## src/rtl/aes256_dec_word_bridge.sv

```systemverilog
// Word-serial front end for the AES-256 decryption core: packs four 32-bit writes into one
// ciphertext block, starts the core, and streams the four plaintext words back out.
module aes256_dec_word_bridge #(
    parameter int TIMEOUT = 64,
    parameter int CW      = 16
) (
    input  logic         clk,
    input  logic         reset,
    input  logic         wr_valid,
    output logic         wr_ready,
    input  logic [31:0]  wr_data,
    output logic         rd_valid,
    input  logic         rd_ready,
    output logic [31:0]  rd_data,
    output logic [127:0] inpAES,
    output logic         ctrl_dataIn,
    input  logic [127:0] outAES,
    input  logic         ctrl_dataOut,
    output logic         busy,
    output logic         err_timeout
);

    typedef enum logic [1:0] {
        ST_FILL  = 2'd0,
        ST_ISSUE = 2'd1,
        ST_WAIT  = 2'd2,
        ST_DRAIN = 2'd3
    } state_t;

    localparam logic [CW-1:0] WD_LIMIT = CW'(TIMEOUT - 1);

    state_t         r_state;
    state_t         w_next;
    logic [1:0]     r_idx;
    logic [CW-1:0]  r_wd;
    logic [127:0]   r_inbuf;
    logic [127:0]   r_outbuf;
    logic           r_err;
    logic           w_wr_hs;
    logic           w_rd_hs;
    logic           w_capture;
    logic           w_timeout;
    logic [1:0]     w_slot;

    // Slot 3 is the most significant word, so the first word in/out is bits [127:96].
    assign w_slot      = ~r_idx;
    assign inpAES      = r_inbuf;
    assign rd_data     = r_outbuf[{w_slot, 5'b0} +: 32];
    assign busy        = (r_state != ST_FILL);
    assign err_timeout = r_err;

    always_comb begin
        w_next      = r_state;
        wr_ready    = 1'b0;
        ctrl_dataIn = 1'b0;
        rd_valid    = 1'b0;
        w_wr_hs     = 1'b0;
        w_rd_hs     = 1'b0;
        w_capture   = 1'b0;
        w_timeout   = 1'b0;
        case (r_state)
            ST_FILL: begin
                wr_ready = 1'b1;
                w_wr_hs  = wr_valid;
                if (wr_valid && (r_idx == 2'd3)) begin
                    w_next = ST_ISSUE;
                end
            end
            ST_ISSUE: begin
                ctrl_dataIn = 1'b1;
                w_next      = ST_WAIT;
            end
            ST_WAIT: begin
                // A result on the final watchdog cycle still counts as a capture.
                if (ctrl_dataOut) begin
                    w_capture = 1'b1;
                    w_next    = ST_DRAIN;
                end else if (r_wd == WD_LIMIT) begin
                    w_timeout = 1'b1;
                    w_next    = ST_FILL;
                end
            end
            ST_DRAIN: begin
                rd_valid = 1'b1;
                w_rd_hs  = rd_ready;
                if (rd_ready && (r_idx == 2'd3)) begin
                    w_next = ST_FILL;
                end
            end
            default: w_next = ST_FILL;
        endcase
    end

    always_ff @(posedge clk) begin
        if (reset) begin
            r_state <= ST_FILL;
        end else begin
            r_state <= w_next;
        end
    end

    always_ff @(posedge clk) begin
        if (reset) begin
            r_idx    <= 2'd0;
            r_wd     <= '0;
            r_inbuf  <= '0;
            r_outbuf <= '0;
            r_err    <= 1'b0;
        end else begin
            if (w_timeout) begin
                r_idx <= 2'd0;
            end else if (w_wr_hs || w_rd_hs) begin
                r_idx <= r_idx + 2'd1;
            end
            if (w_wr_hs) begin
                r_inbuf[{w_slot, 5'b0} +: 32] <= wr_data;
            end
            if (r_state == ST_ISSUE) begin
                r_wd <= '0;
            end else if ((r_state == ST_WAIT) && !ctrl_dataOut && (r_wd != WD_LIMIT)) begin
                r_wd <= r_wd + 1'b1;
            end
            if (w_capture) begin
                r_outbuf <= outAES;
                r_err    <= 1'b0;
            end else if (w_timeout) begin
                r_err <= 1'b1;
            end
        end
    end

endmodule

```

## config.mk

```make
export PLATFORM = sky130hd
export DESIGN_NAME = aes256_dec_word_bridge
export DESIGN_NICKNAME = d
export VERILOG_FILES = /design/src/rtl/aes256_dec_word_bridge.sv
export SDC_FILE = /design/constraint.sdc
export NUM_CORES = 1
export LEC_CHECK = 0
export ABC_AREA = 0
export CAP_MARGIN = 20
export CORE_MARGIN = 2
export CORE_UTILIZATION = 40
export DETAILED_ROUTE_END_ITERATION = 8
export PLACE_DENSITY = 0.81
export RECOVER_POWER = 50
export SLEW_MARGIN = 40
export SYNTH_ARGS = -nofsm -noshare
export SYNTH_HDL_FRONTEND = slang
export SYNTH_SLANG_ARGS = --single-unit
```

## constraint.sdc

```tcl
create_clock -name clk -period 2.4 [get_ports clk]
set_input_delay 0.6 -clock clk [delete_from_list [all_inputs] [get_ports clk]]
set_output_delay 0.6 -clock clk [all_outputs]
set_load 0.02 [all_outputs]
```

# Yosys cells after proc, flatten, opt, wreduce, memory -nomap -nowiden

Index checks and enable logic that the tools add are counted.

Logic and storage cells: 50
Output and inout bits: 165
Input bits: 165
Register bits: 277

Reductions and logical operators: 12
Shifts and indexed selects: 3
Equality and inequality tests: 9
Add/subtract/negate cells: 3
Bitwise gates (word level): 1
Mux-type cells: 16

Operator list:

| operator                   | number |
|---|---|
| $bwmux W128                | 1 |
| $shift A32 B9 Y128 const A | 1 |
| $shiftx A128 B8 Y32        | 1 |
| $shiftx A32 B9 Y128        | 1 |
| $add A16 B1 Y16 const B    | 1 |
| $eq A16 B6 Y1 const B      | 1 |
| $ne A16 B6 Y1 const B      | 1 |
| $mux W1                    | 10 |
| $neg A7 Y9                 | 1 |
| $mux W2                    | 4 |
| $pmux W2 S4                | 1 |
| $eq A2 B2 Y1 const B       | 3 |
| $reduce_or A2 Y1           | 3 |
| $logic_and A1 B1 Y1        | 4 |
| $ne A2 B2 Y1 const B       | 2 |
| $ne A3 B3 Y1 const B       | 1 |
| $reduce_and A3 Y1          | 1 |
| $add A2 B1 Y2 const B      | 1 |
| $eq A2 B1 Y1 const B       | 1 |
| $logic_not A2 Y1           | 1 |
| $not A2 Y2                 | 1 |
| $reduce_bool A2 Y1         | 1 |
| $logic_not A1 Y1           | 1 |
| $logic_or A1 B1 Y1         | 1 |

# Depth between registers and ports, before layout

Gate-level depths: netlist (run 1).

Depth after elaboration: 5
Depth in mapped cells: 9

# Worst setup path after synthesis (run 1)

Ideal clock, no wire load.

Path kind: reg2out
Start: reg r_idx[0]
End: out rd_data[10]
Slack: -0.067 ns
Data required time: 1.800 ns
Cell stages (with the launch flop): 4
Data arrival time: 1.867 ns
Path buffers: 2
Cell sequence: dfxtp_1 -> clkbuf_1 -> buf_1 -> mux4_2

Word-level cells in the longest chain between the ends: 2

RTL lines:

| what                   | RTL line | RTL |
|---|---|---|
| start, declared        | 34       | `logic [1:0] r_idx;` |
| start signal, assigned | 113      | `r_idx <= r_idx + 2'd1;` |
| $not A2 Y2             | 46       | `assign w_slot = ~r_idx;` |
| $shiftx A128 B8 Y32    | 48       | `assign rd_data = r_outbuf[{w_slot, 5'b0} +: 32];` |
| end, declared          | 14       | `output logic [31:0] rd_data,` |

Every way passes these cells.

# Worst setup path after layout (run 1)

Start: reg r_idx[0]
End: out rd_data[13]

Same word-level chain as after synthesis.

==> flow_summary_export.csv, run 1 <==
group,metric,value,unit
die,fp-row-count,60,
logic_synthesis,netlist_top_cells_count,"nand2_1 (397), dfxtp_1 (277), a21oi_1 (269), nand3_1 (137), clkbuf_1 (105)",
logic_synthesis,synth_area_leaders,"dfxtp_1 (51%), nand2_1 (14%), a21oi_1 (12%)",
logic_synthesis,synth_top_area_share,51.3,%
min_path,hold_start,"reset",
sta,skew,0.00981,ns
logic_synthesis,synthMuxAreaShare,6.85,%
sta,setup_tns,-0.419,ns
die,die_h,168,um
critical_path,max_stage_delay,0.54,ns
detailed_routing,first_pass_iters,5,
finish,diodes,0,
sta,worst_slack,-0.0434,ns
detailed_routing,ant_nets,0,
detailed_routing,wl,35100,um
logic_synthesis,seq_area_frac_synth,51.3,%
power,p_switching,2720,uW
detailed_routing,routedWlPerCell,17.7,um
detailed_routing,drt_iter0_drc,1072,
die,dieArea,0.0284,mm^2
placed_design,dp_slack,-0.216,ns
cts,cts_hold_buf,0,
finish,fin_nets,1789,
finish,drive_gt1_share,10.9,%
power,p_leak,0.00529,uW
logic_synthesis,yosys.area_share.adder,0.694,%
placed_design,gp_congestion,0.862,
die,io-pin-count,330,
logic_synthesis,synth_top_family_by_area,"simple AND/OR/NAND/NOR gates",
global_route,antenna_found_initial,0,
logic_synthesis,yosysTopAreaCell,"dfxtp_1",
critical_path,worstSetupPathType,"reg -> out",
critical_path,timing.rr.start,"r_idx[0]$_SDFFE_PP0P_",
finish,syn2layout_area_growth,46.1,%
power,pwr_density_cell,677,mW/mm^2
global_route,grt_pass1_wl,53000,um
die,initial_core_util,40.5,%
logic_synthesis,synth-async-reset-ratio,0,%
critical_path,cp.required,1.80,ns
global_route,grt_remaining_overflow,0,
power,power_frac_seq,44.4,%
power,switching_share,25.4,%
power,clkPwrFrac,41.2,%
cts,ctsLongestPathBuffers,3,
sta,slew_headroom,47.1,%
status,violations,"negative setup slack",
logic_synthesis,avgSynthCellArea,8.24,um^2
sta,tightest_slew,0.794,ns
critical_path,reg2reg_depth,10,
power,intPower,7990,uW
finish,layoutNonFillerInstCount,1978,
logic_synthesis,synth_simple_gate_area_share,23.2,%
detailed_routing,vias,10700,
global_route,grt_pass1_vias,10300,
logic_synthesis,syn_inst,1313,
critical_path,crit_buf_inv,2,
cts,cts_inserted_buffers,28,
die,dieWidth,168,um
critical_path,critPathTopFamily,"multiplexers",
finish,finish.utilization,59.1,%
critical_path,arrival,1.84,ns
die,placeableCoreArea,0.0267,mm^2
cts,clk_pin_slew,0.06,ns
critical_path,cp_slowest_cell,"mux4_2",
global_route,grt_max_degree,125,
sta,period_share,102,%
sta,clock.fmax,409,MHz
critical_path,r2r_slack,0.13,ns
logic_synthesis,yosys_warnings,0,
logic_synthesis,synth.most_common_cell,"nand2_1",
power,ir_drop,0.445,mV
min_path,hold-path-cell-count,2,
logic_synthesis,synth_edf_count,0,
run,maxCapViolations,0,
logic_synthesis,ys.flop_type,"dfxtp_1",
sta,maxSlewViolCount,0,
placed_design,port_buffers,329,
critical_path,reg2reg_to,"inpAES[115]$_SDFFE_PP0P_",
cts,cts_tree,"done",
detailed_routing,avgViaCountPerCell,5.43,
critical_path,path_cells,"buf_8 -> mux4_2 -> buf_6",
sta,setup_violations,23,
global_route,grt_usage,23.2,%
logic_synthesis,synth_nets,1484,
cts,cts_root_buf,"clkbuf_16",
logic_synthesis,synth_xor_area_share,0.243,%
power,pwr-share-comb,14.4,%
sta,finalHoldViolations,0,
cts,cts_max_level,1,
sta,fin_crit,2.44,ns
detailed_routing,drc,0,
critical_path,endpoint_kind,"output pin",
cts,clk-insertion-delay-late,0.55,ns
critical_path,critPathMaxFanout,7,
logic_synthesis,synth_area,0.0108,mm^2
sta,rsz0062_at_grt,"yes",
placed_design,dp_hpwl,23300,um
logic_synthesis,synth_cell_type_count,39,
status,outcome,"finished with violations",
min_path,min_to,"r_state[0]$_SDFFE_PP0P_",
logic_synthesis,ys_seq_elements,277,
placed_design,placedCellCount,1919,
min_path,hold_class,"in -> reg",
logic_synthesis,synth_compound_area_share,13.5,%
critical_path,crit_path_start_kind,"flop",
cts,cts.sinks,277,
registers in the layout, indices dropped and copies added (netlist names):
register     count
inpAES         128
r_idx            2
r_wd            16
err_timeout      1
r_state          2
r_outbuf       128
final cells by class:
class                      count  area [um^2]
fill                        2252        10900
multi-input combinational    918         4870
clock buffer                  37          806
inverter                       6         26.3
timing repair buffer         387         4010
clock inverter                12          121
tap                          341          427
sequential                   277         5550
repair_timing:
item	CTS	global route
pin swaps	0	1
setup buffers	4	4
gates resized for setup	189	26
cloned	3	3
endpoints found under the setup margin	36	106
endpoints found under the hold margin	0	0
placed cells by master, fill, tap and decap left out, types with 6 or more instances in the layout:
master / count
nand2_1: 397
clkdlybuf4s50_1: 292
dfxtp_1: 274
a21oi_1: 268
nand3_1: 137
buf_6: 35
mux4_2: 32
clkbuf_16: 31
buf_4: 24
buf_12: 17
nor2_1: 10
or3_1: 10
o21ai_0: 9
clkbuf_8: 6
clkinv_2: 6
clkbuf_1: 6
kinds of logic after synthesis:
| kind of cell | Yosys count |
|---|---|
| AOI/OAI and AO/OA | 287 |
| xor gates and xnor gates | 3 |
| adders and majority gates | 6 |
| buffers and inverters | 118 |
| DFF | 277 |
| muxes | 34 |
| and+or+nand+nor | 588 |
power by group through the flow:
stage          clock [uW]  sequential (uW)  combinational (uW)
2_1_floorplan           0             4900                 560
3_3_place_gp            0             4850                1360
3_5_place_dp            0             4860                1370
4_1_cts              4470             4760                1450
5_1_grt              4690             4770                1630
6_report             4410             4760                1540
metal layers:
metal  vias up  track usage [%]  share of wire (%)
li1       5050                -                  -
met1      5039             27.2                 38
met2       552             39.6                 48
met3        90             6.71                 10
met4         0             9.82                4.6
met5         -                0                  0
how the worst max path moves through the flow:
stage / end / cells past startpoint / slack (ns) / from
after floorplan: inpAES[93]$_SDFFE_PP0P_ / 8 / 0.03 / r_idx[1]$_SDFFE_PP0P_
after global placement: r_wd[12]$_SDFFE_PP0P_ / 5 / -0.21 / ctrl_dataOut
after detailed placement: r_wd[12]$_SDFFE_PP0P_ / 5 / -0.22 / ctrl_dataOut
after CTS: rd_data[18] / 4 / -0.17 / r_idx[0]$_SDFFE_PP0P_
after global routing: r_outbuf[26]$_SDFFE_PP0P_ / 7 / -0.14 / ctrl_dataOut
final: rd_data[13] / 3 / -0.04 / r_idx[0]$_SDFFE_PP0P_
metrics by stage:
step / hold slack (ns) / area, um^2 / power [uW]
floorplan: 0.433 / 10800 / 5460
global placement: 0.437 / 14700 / 6210
detailed placement: 0.443 / 14700 / 6220
CTS: 0.393 / 15800 / 10700
global route: 0.412 / 15800 / 11100
finish: 0.415 / 15800 / 10700
No activity file was read; power rests on OpenSTA's default activity.
==> inputs of run 2 (changes only) <==
--- a/config.mk
+++ b/config.mk
@@ -6,12 +6,12 @@
 export NUM_CORES = 1
 export LEC_CHECK = 0
 export ABC_AREA = 0
-export CAP_MARGIN = 20
 export CORE_MARGIN = 2
 export CORE_UTILIZATION = 40
 export DETAILED_ROUTE_END_ITERATION = 8
 export PLACE_DENSITY = 0.81
 export RECOVER_POWER = 50
+export SKIP_CTS_REPAIR_TIMING = 1
 export SLEW_MARGIN = 40
 export SYNTH_ARGS = -nofsm -noshare
 export SYNTH_HDL_FRONTEND = slang
==> run 2 against run 1 <==
The run still ends with negative setup slack left; power decreased by 1.3%; utilization decreased by 0.30 points; fmax decreased by 1.9%; clock-buffer cell count unchanged; via count decreased by 0.88%; first-iteration DRC count increased by 3.5%; register-to-register slack got worse by 0.04 ns; clock power about the same; flip-flop and latch count unchanged; die area unchanged; global-route usage decreased by 0.40 points; critical endpoint is now rd_data[20].
==> flow_summary_export.csv, run 2 (synthesized netlist as in run 1, its figures left out) <==
group,metric,value,unit
power,pwr_density_cell,672,mW/mm^2
global_route,antenna_found_initial,0,
sta,slew_headroom,47.9,%
placed_design,gp_congestion,0.862,
sta,tightest_slew,0.782,ns
global_route,grt_remaining_overflow,0,
power,ir_drop,0.456,mV
min_path,hold_class,"in -> reg",
placed_design,port_buffers,329,
sta,fin_crit,2.49,ns
cts,clk-insertion-delay-late,0.54,ns
sta,rsz0062_at_grt,"yes",
cts,cts.sinks,277,
finish,nFillCells,2255,
sta,skew,0.0107,ns
finish,final_cell_mix,"nand2_1 (397), clkdlybuf4s50_1 (292), dfxtp_1 (274)",
finish,finish.utilization,58.8,%
sta,setup_tns,-1.62,ns
finish,syn2layout_area_growth,45.4,%
placed_design,placedCellCount,1919,
sta,clock.fmax,402,MHz
sta,worst_slack,-0.0901,ns
finish,fin_nets,1783,
die,dieWidth,168,um
detailed_routing,ant_nets,0,
critical_path,arrival,1.89,ns
finish,final_common_cell,"nand2_1",
die,initial_core_util,40.5,%
detailed_routing,vias,10600,
finish,layoutNonFillerInstCount,1972,
die,io-pin-count,330,
sta,maxSlewViolCount,0,
finish,diodes,0,
finish,drive_gt1_share,10.4,%
cts,ctsLongestPathBuffers,3,
die,die_h,168,um
detailed_routing,first_pass_iters,5,
die,dieArea,0.0284,mm^2
global_route,grt_pass1_wl,52200,um
detailed_routing,avgViaCountPerCell,5.39,
critical_path,endpoint_kind,"output pin",
cts,clk_pin_slew,0.07,ns
critical_path,worstSetupPathType,"reg -> out",
detailed_routing,drt_iter0_drc,1109,
cts,cts_max_level,1,
global_route,grt_pass1_vias,10200,
placed_design,dp_hpwl,23300,um
run,maxCapViolations,0,
power,p_leak,0.00528,uW
status,outcome,"finished with violations",
global_route,grt_max_degree,125,
critical_path,cp.required,1.80,ns
cts,cts_tree,"done",
die,fp-row-count,60,
cts,cts_root_buf,"clkbuf_16",
cts,cts_inserted_buffers,28,
critical_path,crit_path_start_kind,"flop",
detailed_routing,routedWlPerCell,17.4,um
detailed_routing,drc,0,
critical_path,critPathMaxFanout,8,
global_route,grt_usage,22.8,%
sta,setup_violations,30,
power,p_total,10600,uW
status,violations,"negative setup slack",
die,placeableCoreArea,0.0267,mm^2
sta,finalHoldViolations,0,
detailed_routing,wl,34300,um
sta,period_share,104,%
==> run 2: cell count changes in the layout (fill, tap and decap cells not counted), sizes merged <==
cell and change:
buf -9, clkbuf +3, dlygate4sd2 -3, dlymetal6s2s +3
clkinvlp -1, inv +1
==> run 2: critical path, cell delays in order, from the launching register on <==
cell and delay [ns]:
dfxtp_4 0.46, clkbuf_16 0.21, mux4_2 0.52, buf_6 0.15
==> run 2: final cells by class <==
cell class	count	area (um^2)	share of cell area, %
multi-input combinational	918	4830	30.7
timing repair buffer	381	3960	25.2
inverter	6	22.5	0.143
sequential	277	5550	35.3
clock inverter	12	121	0.772
tap	341	427	2.71
clock buffer	37	806	5.12
==> run 2: layer usage <==
metal | GRT usage, % | routed length [um] | vias to the layer above
met5 | 0 | 0 | -
met4 | 9.26 | 1440 | 0
met3 | 6.71 | 3380 | 86
met2 | 39.0 | 16400 | 539
met1 | 26.8 | 13100 | 4965
li1 | - | - | 5047
==> run 2: final timing paths <==
check | from | to | slack [ns] | depth (start not counted)
setup / recovery | r_idx[0]$_SDFFE_PP0P_ | rd_data[20] | -0.09 | 3
hold / removal | reset | r_state[0]$_SDFFE_PP0P_ | 0.42 | 2
setup reg to reg | r_idx[0]$_SDFFE_PP0P_ | inpAES[64]$_SDFFE_PP0P_ | 0.09 | 9
hold reg to reg | inpAES[103]$_SDFFE_PP0P_ | inpAES[103]$_SDFFE_PP0P_ | 0.45 | 2
==> run 2: per-stage QoR <==
step,area (um^2),setup WS [ns],hold slack [ns]
floorplan,10800,0.0349,0.433
global placement,14700,-0.207,0.437
detailed placement,14700,-0.216,0.443
CTS,15700,-0.520,0.393
global route,15700,-0.154,0.412
finish,15700,-0.0901,0.415
==> run 2: report_power, final <==
part,internal (uW),total [uW],switching (uW)
clock network,2560,4400,1840
registers,4690,4760,66.3
logic,661,1410,746
==> inputs of run 3 (changes only) <==
--- a/config.mk
+++ b/config.mk
@@ -5,7 +5,6 @@
 export SDC_FILE = /design/constraint.sdc
 export NUM_CORES = 1
 export LEC_CHECK = 0
-export ABC_AREA = 0
 export CORE_MARGIN = 2
 export CORE_UTILIZATION = 40
 export DETAILED_ROUTE_END_ITERATION = 8
==> results of run 3 <==
Same layout as run 2: the final DEF is identical, and so are final timing and power.
